$ cat config.mk
export PLATFORM = sky130hd
export DESIGN_NAME = zx_vram_arbiter
export DESIGN_NICKNAME = d
export VERILOG_FILES = /design/src/rtl/zx_vram_pkg.sv /design/src/rtl/zx_vram_age_cnt.sv /design/src/rtl/zx_vram_arbiter.sv
export SDC_FILE = /design/constraint.sdc
export NUM_CORES = 1
export LEC_CHECK = 0
export BUFFER_PORTS_ARGS = -buffer_cell sky130_fd_sc_hd__buf_4
export CAP_MARGIN = 20
export CORE_UTILIZATION = 48
export DETAILED_ROUTE_END_ITERATION = 16
export GPL_TIMING_DRIVEN = 0
export PLACE_DENSITY = 0.88
export REMOVE_ABC_BUFFERS = 1
export SYNTH_ARGS = -nofsm -noshare
export SYNTH_HDL_FRONTEND = slang
export SYNTH_SLANG_ARGS = --single-unit
$ cat constraint.sdc
create_clock -name i_clk_sys -period 2.8 [get_ports i_clk_sys]
set_input_delay 0.14 -clock i_clk_sys [delete_from_list [all_inputs] [get_ports i_clk_sys]]
set_output_delay 0.14 -clock i_clk_sys [all_outputs]
set_load 0.05 [all_outputs]
$ cat src/rtl/zx_vram_pkg.sv
// Shared types and default sizing for the ZX video RAM arbiter.
package zx_vram_pkg;

  localparam int AW_DEF       = 15;
  localparam int MAX_WAIT_DEF = 16;

  typedef enum logic [1:0] {
    NONE = 2'd0,
    VID  = 2'd1,
    CPU  = 2'd2,
    DMA  = 2'd3
  } owner_t;

endpackage

$ cat src/rtl/zx_vram_age_cnt.sv
// Saturating DMA starvation counter; at_max lets the loader outrank the CPU.
module zx_vram_age_cnt
  import zx_vram_pkg::*;
#(
  parameter int MAX_WAIT = MAX_WAIT_DEF
) (
  input  logic i_clk_sys,
  input  logic i_reset,
  input  logic i_inc,
  input  logic i_clr,
  output logic o_at_max
);

  localparam int CW = $clog2(MAX_WAIT + 1);

  logic [CW-1:0] r_cnt;

  always_ff @(posedge i_clk_sys) begin
    if (i_reset || i_clr) begin
      r_cnt <= '0;
    end else if (i_inc && (r_cnt != CW'(MAX_WAIT))) begin
      r_cnt <= r_cnt + CW'(1);
    end
  end

  assign o_at_max = (r_cnt == CW'(MAX_WAIT));

endmodule

$ cat src/rtl/zx_vram_arbiter.sv
// Video RAM arbiter: one grant per cycle, video > CPU > DMA, fixed 2-cycle pipe.
// owner | meaning: NONE idle slot | VID ULA fetch | CPU bus cycle | DMA loader write
module zx_vram_arbiter
  import zx_vram_pkg::*;
#(
  parameter int AW       = AW_DEF,
  parameter int MAX_WAIT = MAX_WAIT_DEF
) (
  input  logic          i_clk_sys,
  input  logic          i_reset,
  input  logic          i_vid_req,
  input  logic [AW-1:0] i_vid_addr,
  output logic [7:0]    o_vid_data,
  output logic          o_vid_valid,
  input  logic          i_cpu_req,
  input  logic          i_cpu_we,
  input  logic [AW-1:0] i_cpu_addr,
  input  logic [7:0]    i_cpu_din,
  output logic [7:0]    o_cpu_dout,
  output logic          o_cpu_ack,
  input  logic          i_dma_req,
  input  logic [AW-1:0] i_dma_addr,
  input  logic [7:0]    i_dma_din,
  output logic          o_dma_ack,
  output logic [AW-1:0] o_ram_addr,
  output logic [7:0]    o_ram_din,
  output logic          o_ram_we,
  input  logic [7:0]    i_ram_dout
);

  owner_t        w_win;
  owner_t        r_owner1;
  owner_t        r_owner2;
  logic          w_cpu_el;
  logic          w_dma_el;
  logic          w_at_max;
  logic          r_cpu_busy;
  logic          r_dma_busy;
  logic          r_wr2;
  logic [AW-1:0] r_ram_addr;
  logic [7:0]    r_ram_din;
  logic          r_ram_we;
  logic [7:0]    r_vid_hold;
  logic [7:0]    r_cpu_hold;

  assign w_cpu_el = i_cpu_req & ~r_cpu_busy;
  assign w_dma_el = i_dma_req & ~r_dma_busy;

  // Aging only lifts the loader above the CPU; video is never preempted.
  always_comb begin
    w_win = NONE;
    if (i_vid_req) begin
      w_win = VID;
    end else if (w_dma_el && w_at_max) begin
      w_win = DMA;
    end else if (w_cpu_el) begin
      w_win = CPU;
    end else if (w_dma_el) begin
      w_win = DMA;
    end
  end

  zx_vram_age_cnt #(
    .MAX_WAIT (MAX_WAIT)
  ) u_age_cnt (
    .i_clk_sys (i_clk_sys),
    .i_reset   (i_reset),
    .i_inc     (w_dma_el && (w_win != DMA)),
    .i_clr     ((w_win == DMA) || !i_dma_req),
    .o_at_max  (w_at_max)
  );

  always_ff @(posedge i_clk_sys) begin
    if (i_reset) begin
      r_owner1   <= NONE;
      r_ram_addr <= '0;
      r_ram_din  <= '0;
      r_ram_we   <= 1'b0;
    end else begin
      r_owner1 <= w_win;
      case (w_win)
        VID: begin
          r_ram_addr <= i_vid_addr;
          r_ram_we   <= 1'b0;
        end
        CPU: begin
          r_ram_addr <= i_cpu_addr;
          r_ram_din  <= i_cpu_din;
          r_ram_we   <= i_cpu_we;
        end
        DMA: begin
          r_ram_addr <= i_dma_addr;
          r_ram_din  <= i_dma_din;
          r_ram_we   <= 1'b1;
        end
        default: r_ram_we <= 1'b0;
      endcase
    end
  end

  always_ff @(posedge i_clk_sys) begin
    if (i_reset) begin
      r_owner2   <= NONE;
      r_wr2      <= 1'b0;
      r_vid_hold <= '0;
      r_cpu_hold <= '0;
    end else begin
      r_owner2 <= r_owner1;
      r_wr2    <= r_ram_we;
      if (o_vid_valid) r_vid_hold <= i_ram_dout;
      if (o_cpu_ack && !r_wr2) r_cpu_hold <= i_ram_dout;
    end
  end

  // Busy drops on the ack edge, so a held request is seen again only at ack+1.
  always_ff @(posedge i_clk_sys) begin
    if (i_reset) begin
      r_cpu_busy <= 1'b0;
      r_dma_busy <= 1'b0;
    end else begin
      if (w_win == CPU) r_cpu_busy <= 1'b1;
      else if (o_cpu_ack) r_cpu_busy <= 1'b0;
      if (w_win == DMA) r_dma_busy <= 1'b1;
      else if (o_dma_ack) r_dma_busy <= 1'b0;
    end
  end

  assign o_vid_valid = (r_owner2 == VID);
  assign o_cpu_ack   = (r_owner2 == CPU);
  assign o_dma_ack   = (r_owner2 == DMA);
  assign o_vid_data  = o_vid_valid ? i_ram_dout : r_vid_hold;
  assign o_cpu_dout  = (o_cpu_ack && !r_wr2) ? i_ram_dout : r_cpu_hold;
  assign o_ram_addr  = r_ram_addr;
  assign o_ram_din   = r_ram_din;
  assign o_ram_we    = r_ram_we;

endmodule
**Yosys cells after proc, flatten, opt, wreduce, memory -nomap -nowiden**

Index checks and enable logic that the tools add are counted.

- Equal/unequal tests: 9
- Bitwise gates (word level): 4
- $add $sub $neg: 1
- Reduce and logical (&&, ||, !) cells: 12
- Muxes and demuxes: 13

Operators by type and width:

| kind | number |
|---|---|
| $pmux W15 S3 | 1 |
| $mux W8 | 2 |
| $pmux W8 S2 | 1 |
| $eq A2 B2 Y1 const B | 4 |
| $mux W2 | 4 |
| $reduce_bool A2 Y1 | 3 |
| $add A5 B1 Y5 const B | 1 |
| $eq A5 B5 Y1 const B | 1 |
| $ne A5 B5 Y1 const B | 1 |
| $eq A2 B1 Y1 const B | 2 |
| $logic_and A1 B1 Y1 | 4 |
| $mux W1 | 4 |
| $reduce_bool A3 Y1 | 1 |
| $and A1 B1 Y1 | 2 |
| $logic_not A1 Y1 | 2 |
| $logic_or A1 B1 Y1 | 2 |
| $ne A2 B2 Y1 const B | 1 |
| $not A1 Y1 | 2 |
| $pmux W1 S2 | 1 |

- Output and inout bits: 43
- Register bits: 52
- Input bits: 75
- Word-level logic and storage cells: 50

**Depth between registers and ports, before layout**

- Depth in word-level cells: 9
- Gate-level depth with buffers: 7
- Depth with buffers taken out: 6

**By module**

From an unflattened synthesis, not the netlist that was laid out.

- Cell total of the unflattened synthesis: 282
- Area, all modules: 2,633.8 sq um

By module, submodules not included:

| module | instances | area each (sq um) | sequential area each (sq um) | cells each |
|---|---|---|---|---|
| zx_vram_arbiter | 1 | 2,352.3 | 940.9 | 253 |
| zx_vram_age_cnt | 1 | 281.5 | 100.1 | 29 |

**Least setup slack after synthesis**

Ideal clock, no wire load.

- Path type: register to register
- From: register u_age_cnt.r_cnt[0]
- To: register r_ram_din[0], in the netlist o_ram_din[0]
- Required time: 2.681 ns
- Stages on the path, launching flop included: 7
- Slack: 1.205 ns
- Clock period less this slack: 1.595 ns
- Arrival time: 1.476 ns
- Buffers on the path: 0
- Library setup time: 0.119 ns
- Cells stage by stage: dfxtp_1 inv_1 ha_1 and4bb_1 nor2_1 or3_1 o221a_1

- Longest elaborated chain between the ends: 6
- Elaborated cells between the ends (all ways): 8
- Classes of those cells: eq/ne (3); mux (3); reduce/logical (2)

Ends and longest elaborated chain:

| what | RTL line | text |
|---|---|---|
| start, declared | zx_vram_age_cnt.sv:16 | `logic [CW-1:0] r_cnt;` |
| start signal, assigned | zx_vram_age_cnt.sv:22 | `r_cnt <= r_cnt + CW'(1);` |
| $eq A5 B5 Y1 * | zx_vram_age_cnt.sv:26 | `assign o_at_max = (r_cnt == CW'(MAX_WAIT));` |
| $logic_and A1 B1 Y1 * | zx_vram_arbiter.sv:54 | `end else if (w_dma_el && w_at_max) begin` |
| $mux W2 * | zx_vram_arbiter.sv:54 |  |
| $mux W2 * | zx_vram_arbiter.sv:52 | `if (i_vid_req) begin` |
| $eq A2 B2 Y1 | zx_vram_arbiter.sv:81 | `case (w_win)` |
| $pmux W8 S2 or $reduce_bool A2 Y1 (tied branches) | - |  |
| end signal, assigned | zx_vram_arbiter.sv:88 | `r_ram_din <= i_cpu_din;` |
| end signal, assigned | zx_vram_arbiter.sv:93 | `r_ram_din <= i_dma_din;` |
| end, declared | zx_vram_arbiter.sv:41 | `logic [7:0] r_ram_din;` |

Mark *: on every way between the ends. The rest lies on a longest branch, timed or not.
A chain may end at the register's enable or synchronous reset.

**Worst setup path after layout**

- From: input port i_vid_req
- To: register r_ram_addr[12], in the netlist o_ram_addr[12]

- Longest elaborated chain between the ends: 3
- Elaborated cells between the ends (all ways): 6
- Classes of those cells: eq/ne (3); mux (2); reduce/logical (1)

Ends and longest elaborated chain:

| what | RTL line | text |
|---|---|---|
| start, declared | zx_vram_arbiter.sv:11 | `input logic i_vid_req,` |
| $mux W2 * | zx_vram_arbiter.sv:52 |  |
| $eq A2 B2 Y1 or $eq A2 B1 Y1 (tied branches) | zx_vram_arbiter.sv:81 |  |
| $pmux W15 S3 or $reduce_bool A3 Y1 (tied branches) | - |  |
| end signal, assigned | zx_vram_arbiter.sv:83 | `r_ram_addr <= i_vid_addr;` |
| end signal, assigned | zx_vram_arbiter.sv:87 | `r_ram_addr <= i_cpu_addr;` |
| end signal, assigned | zx_vram_arbiter.sv:92 | `r_ram_addr <= i_dma_addr;` |
| end, declared | zx_vram_arbiter.sv:40 | `logic [AW-1:0] r_ram_addr;` |

Marks and branches as above.

==> impl_metrics.yaml <==
timing:
  worst_hold_slack_ns: 0.0812
  rsz0062_at_grt: "false"
  slew_headroom_pct: 40.1
  period_share_pct: 73.6
  final_period_minus_worst_setup_slack_ns: 2.06
  report.final.slew_viol_count: 0
  timing.fmax_ghz: 0.485
  report.final.hold_viol_count: 0
  tightest_slew_ns: 0.893
  worst_clock_skew_ns: 0.00458
  setup_total_neg_slack_ns: 0
  timing.final.setup_violations: 0
setup_path:
  critical_path_class: "input pin to flop"
  critical_path_required_ns: 3.01
  worstPathMaxFanout: 34
  cp-end-kind: "flop"
  timing.critical_path.from_type: "input pin"
  arrival_time_at_the_worst_endpoint_ns: 2.27
yosys:
  synth_top_area_share_pct: 47.2
  portion_of_the_post_synthesis_area_used_by_sequential_elements_pct: 47.2
  synthesis.instances: 223
  yosys_register_bits: 52
  synth_edf_count: 0
  netlist_area_um2: 2210
  synth_area_leader_cell: "sky130_fd_sc_hd__dfxtp_1"
  synth.lib_cells_used.distinct: 34
  dominant_register_cell_in_the_synthesized_netlist: "sky130_fd_sc_hd__dfxtp_1"
  post_synthesis_area_per_instance_um2: 9.89
  synth-async-reset-ratio_pct: 0
  synth.area.top_cells: "sky130_fd_sc_hd__dfxtp_1 (47%), sky130_fd_sc_hd__mux2_2 (8.2%), sky130_fd_sc_hd__o221ai_1 (6.0%)"
  synth_top_cells_by_count: "sky130_fd_sc_hd__dfxtp_1 (52), sky130_fd_sc_hd__a21oi_1 (26), sky130_fd_sc_hd__and2_1 (18)"
  ys.warnings.count: 0
  synth.most_common_cell: "sky130_fd_sc_hd__dfxtp_1"
drt:
  firstDrtPassIters: 4
  drt_first_iter_violations: 75
  post-route-drc-count: 0
  routedWlPerCell_um: 14.1
  detail_route.vias_per_cell: 5.49
  aggregate_routed_wire_length_um: 5410
  num_vias: 2113
  ant_nets: 0
global_route:
  grt-ovfl-total: 0
  grt_first_pass_wirelength_um: 8800
  maximum_number_of_pins_on_one_net_before_global_route_repair: 35
  first_global_vias: 1988
  grt_antenna_before_repair: 0
  grt_util_overall_pct: 22.4
clocking:
  cts.repair_timing.setup_buffer_count: 0
  clk_transition_reported_paths_ns: 0.09
  clock_tree.htree_level_count: 2
  cts_tree: "yes"
  clock_tree.root_cell: "sky130_fd_sc_hd__clkbuf_8"
  cts_inserted_buffers: 5
  max-clock-path-buffers: 2
  ctsHoldBuffers: 0
  clk_latency_ns: 0.30
  cts_repair_resize_count: 0
  cts.sink_count: 52
floorplanning:
  die_w_um: 69.8
  placementRows: 24
  chipHeight_um: 69.8
  start_util_pct: 50.3
  io-pin-count: 118
  floorplan.die_area_um2: 4870
  coreArea_um2: 4380
min_path:
  hp-class: "input pin to flop"
pwr:
  power_switching_w: 0.000527
  sw_ratio_pct: 31.2
  power_density_nw_per_um2: 533
  comb_power_share_pct: 26.8
  vdd_ir_drop_max_v: 0.000365
  p_clk_share_pct: 25.8
  pwr-share-seq_pct: 47.5
  power.leakage_nw: 1.43
  cell_internal_pwr_w: 0.00116
  total_power_w: 0.00169
layout:
  drive_gt1_share_pct: 44.1
  area.growth.synth_to_final_pct: 43.7
  antenna_cells: 0
  finish.net_count: 409
placement:
  detailedPlacementHpwl_um: 3960
  placement.io_buffers: 117
  place_congestion: 0.793
outcome:
  run_status: "finished, final reports clean"
run:
  cap_violations: 0
sequential cells by signal (all words and copies together) (netlist names), 2 cells and up:
name,flops
o_ram_addr,15
o_ram_din,8
r_cpu_hold,8
r_vid_hold,8
u_age_cnt.r_cnt,5
r_owner1,2
r_owner2,2
area by class of cell:
| class | instances | area [um2] |
|---|---|---|
| Multi-Input combinational cell | 147 | 1060 |
| Fill cell | 345 | 1210 |
| Timing Repair Buffer | 117 | 878 |
| Tap cell | 52 | 65.1 |
| Inverter | 9 | 33.8 |
| Clock inverter | 1 | 7.51 |
| Clock buffer | 7 | 86.3 |
| Sequential cell | 52 | 1040 |
power groups by stage:
stage	sequential [W]	clock [W]	combinational [W]
after floorplan	0.000915	0	0.000172
after global placement	0.000816	0	0.000447
after detailed placement	0.000818	0	0.000454
after CTS	0.000801	0.000442	0.000454
after global routing	0.000806	0.000480	0.000480
final	0.000802	0.000435	0.000452
through the flow:
stage,setup WS [ns],utilization [%],instances,area (um2)
after global routing,0.487,72.3,385,3170
after global placement,0.530,70.2,377,3080
after detailed placement,0.431,70.2,377,3080
after floorplan,0.553,-,208,2130
final,0.740,72.3,385,3170
after CTS,0.742,72.3,385,3170
cell families (layout without fill, tap and decap cells):
family                     after synthesis  after routing  share of synthesized area [%]
AOI/OAI and AO/OA                       75             75                           24.1
DFF                                     52             52                           47.2
and+or+nand+nor                         49             49                           12.5
buffers and inverters                   24            134                           4.82
muxes                                   17             17                           8.62
xor gates and xnor gates                 4              4                           1.59
adders and majority gates                2              2                           1.13
metal layers:
layer / track usage [%] / wire, um / vias to the layer above / part of all wire [%]
li1: - / - / 1034 / -
met1: 27.0 / 2340 / 982 / 43
met2: 39.2 / 2690 / 91 / 50
met3: 5.81 / 322 / 6 / 5.9
met4: 6.00 / 59 / 0 / 1.1
met5: 0 / 0 / - / 0
placed cells by master, fill, tap and decap left out:
cell type	netlist	routed
sky130_fd_sc_hd__nor2b_1	6	6
sky130_fd_sc_hd__clkbuf_8	0	6
sky130_fd_sc_hd__xnor2_1	1	1
sky130_fd_sc_hd__buf_4	3	117
sky130_fd_sc_hd__a211oi_1	1	1
sky130_fd_sc_hd__nor2_1	9	9
sky130_fd_sc_hd__o221a_1	3	3
sky130_fd_sc_hd__o22ai_1	15	15
sky130_fd_sc_hd__nor2_2	1	1
sky130_fd_sc_hd__o2111ai_1	3	3
sky130_fd_sc_hd__o21ai_1	1	1
sky130_fd_sc_hd__and2_1	18	18
sky130_fd_sc_hd__mux2i_1	1	1
sky130_fd_sc_hd__nand4bb_1	1	1
sky130_fd_sc_hd__xor2_1	3	3
sky130_fd_sc_hd__nand2_1	7	7
sky130_fd_sc_hd__ha_1	2	2
sky130_fd_sc_hd__o311ai_2	1	1
sky130_fd_sc_hd__nand3_1	1	1
sky130_fd_sc_hd__dfxtp_1	52	52
sky130_fd_sc_hd__o221ai_1	15	15
sky130_fd_sc_hd__inv_2	1	1
sky130_fd_sc_hd__or3_1	1	1
sky130_fd_sc_hd__clkbuf_1	8	1
sky130_fd_sc_hd__mux2_2	16	16
sky130_fd_sc_hd__a211oi_2	2	2
sky130_fd_sc_hd__nand2b_1	4	4
sky130_fd_sc_hd__clkinvlp_4	0	1
sky130_fd_sc_hd__inv_1	7	7
sky130_fd_sc_hd__clkinv_1	1	1
sky130_fd_sc_hd__a22oi_1	5	5
sky130_fd_sc_hd__a21oi_1	26	26
sky130_fd_sc_hd__and4bb_1	1	1
sky130_fd_sc_hd__o21ai_2	2	2
sky130_fd_sc_hd__o211ai_1	1	1
worst paths after layout:
| kind | cells past startpoint | start | slack (ns) | to |
|---|---|---|---|---|
| worst max-delay path | 5 | i_vid_req | 0.74 | o_ram_addr[12] |
| worst min-delay path | 3 | i_cpu_din[5] | 0.08 | o_ram_din[5] |
| worst max register to register | 6 | u_age_cnt.r_cnt[0] | 0.79 | o_ram_din[4] |
| worst min register to register | 1 | r_owner1[0] | 0.45 | r_owner2[0] |
worst max-delay path, stage by stage:
cell and delay (ns):
sky130_fd_sc_hd__buf_4 0.16, sky130_fd_sc_hd__clkinv_1 0.72, sky130_fd_sc_hd__nand3_1 0.85, sky130_fd_sc_hd__o221ai_1 0.24
sky130_fd_sc_hd__a21oi_1 0.16
Note: power is estimated with default switching activity, not from simulation.
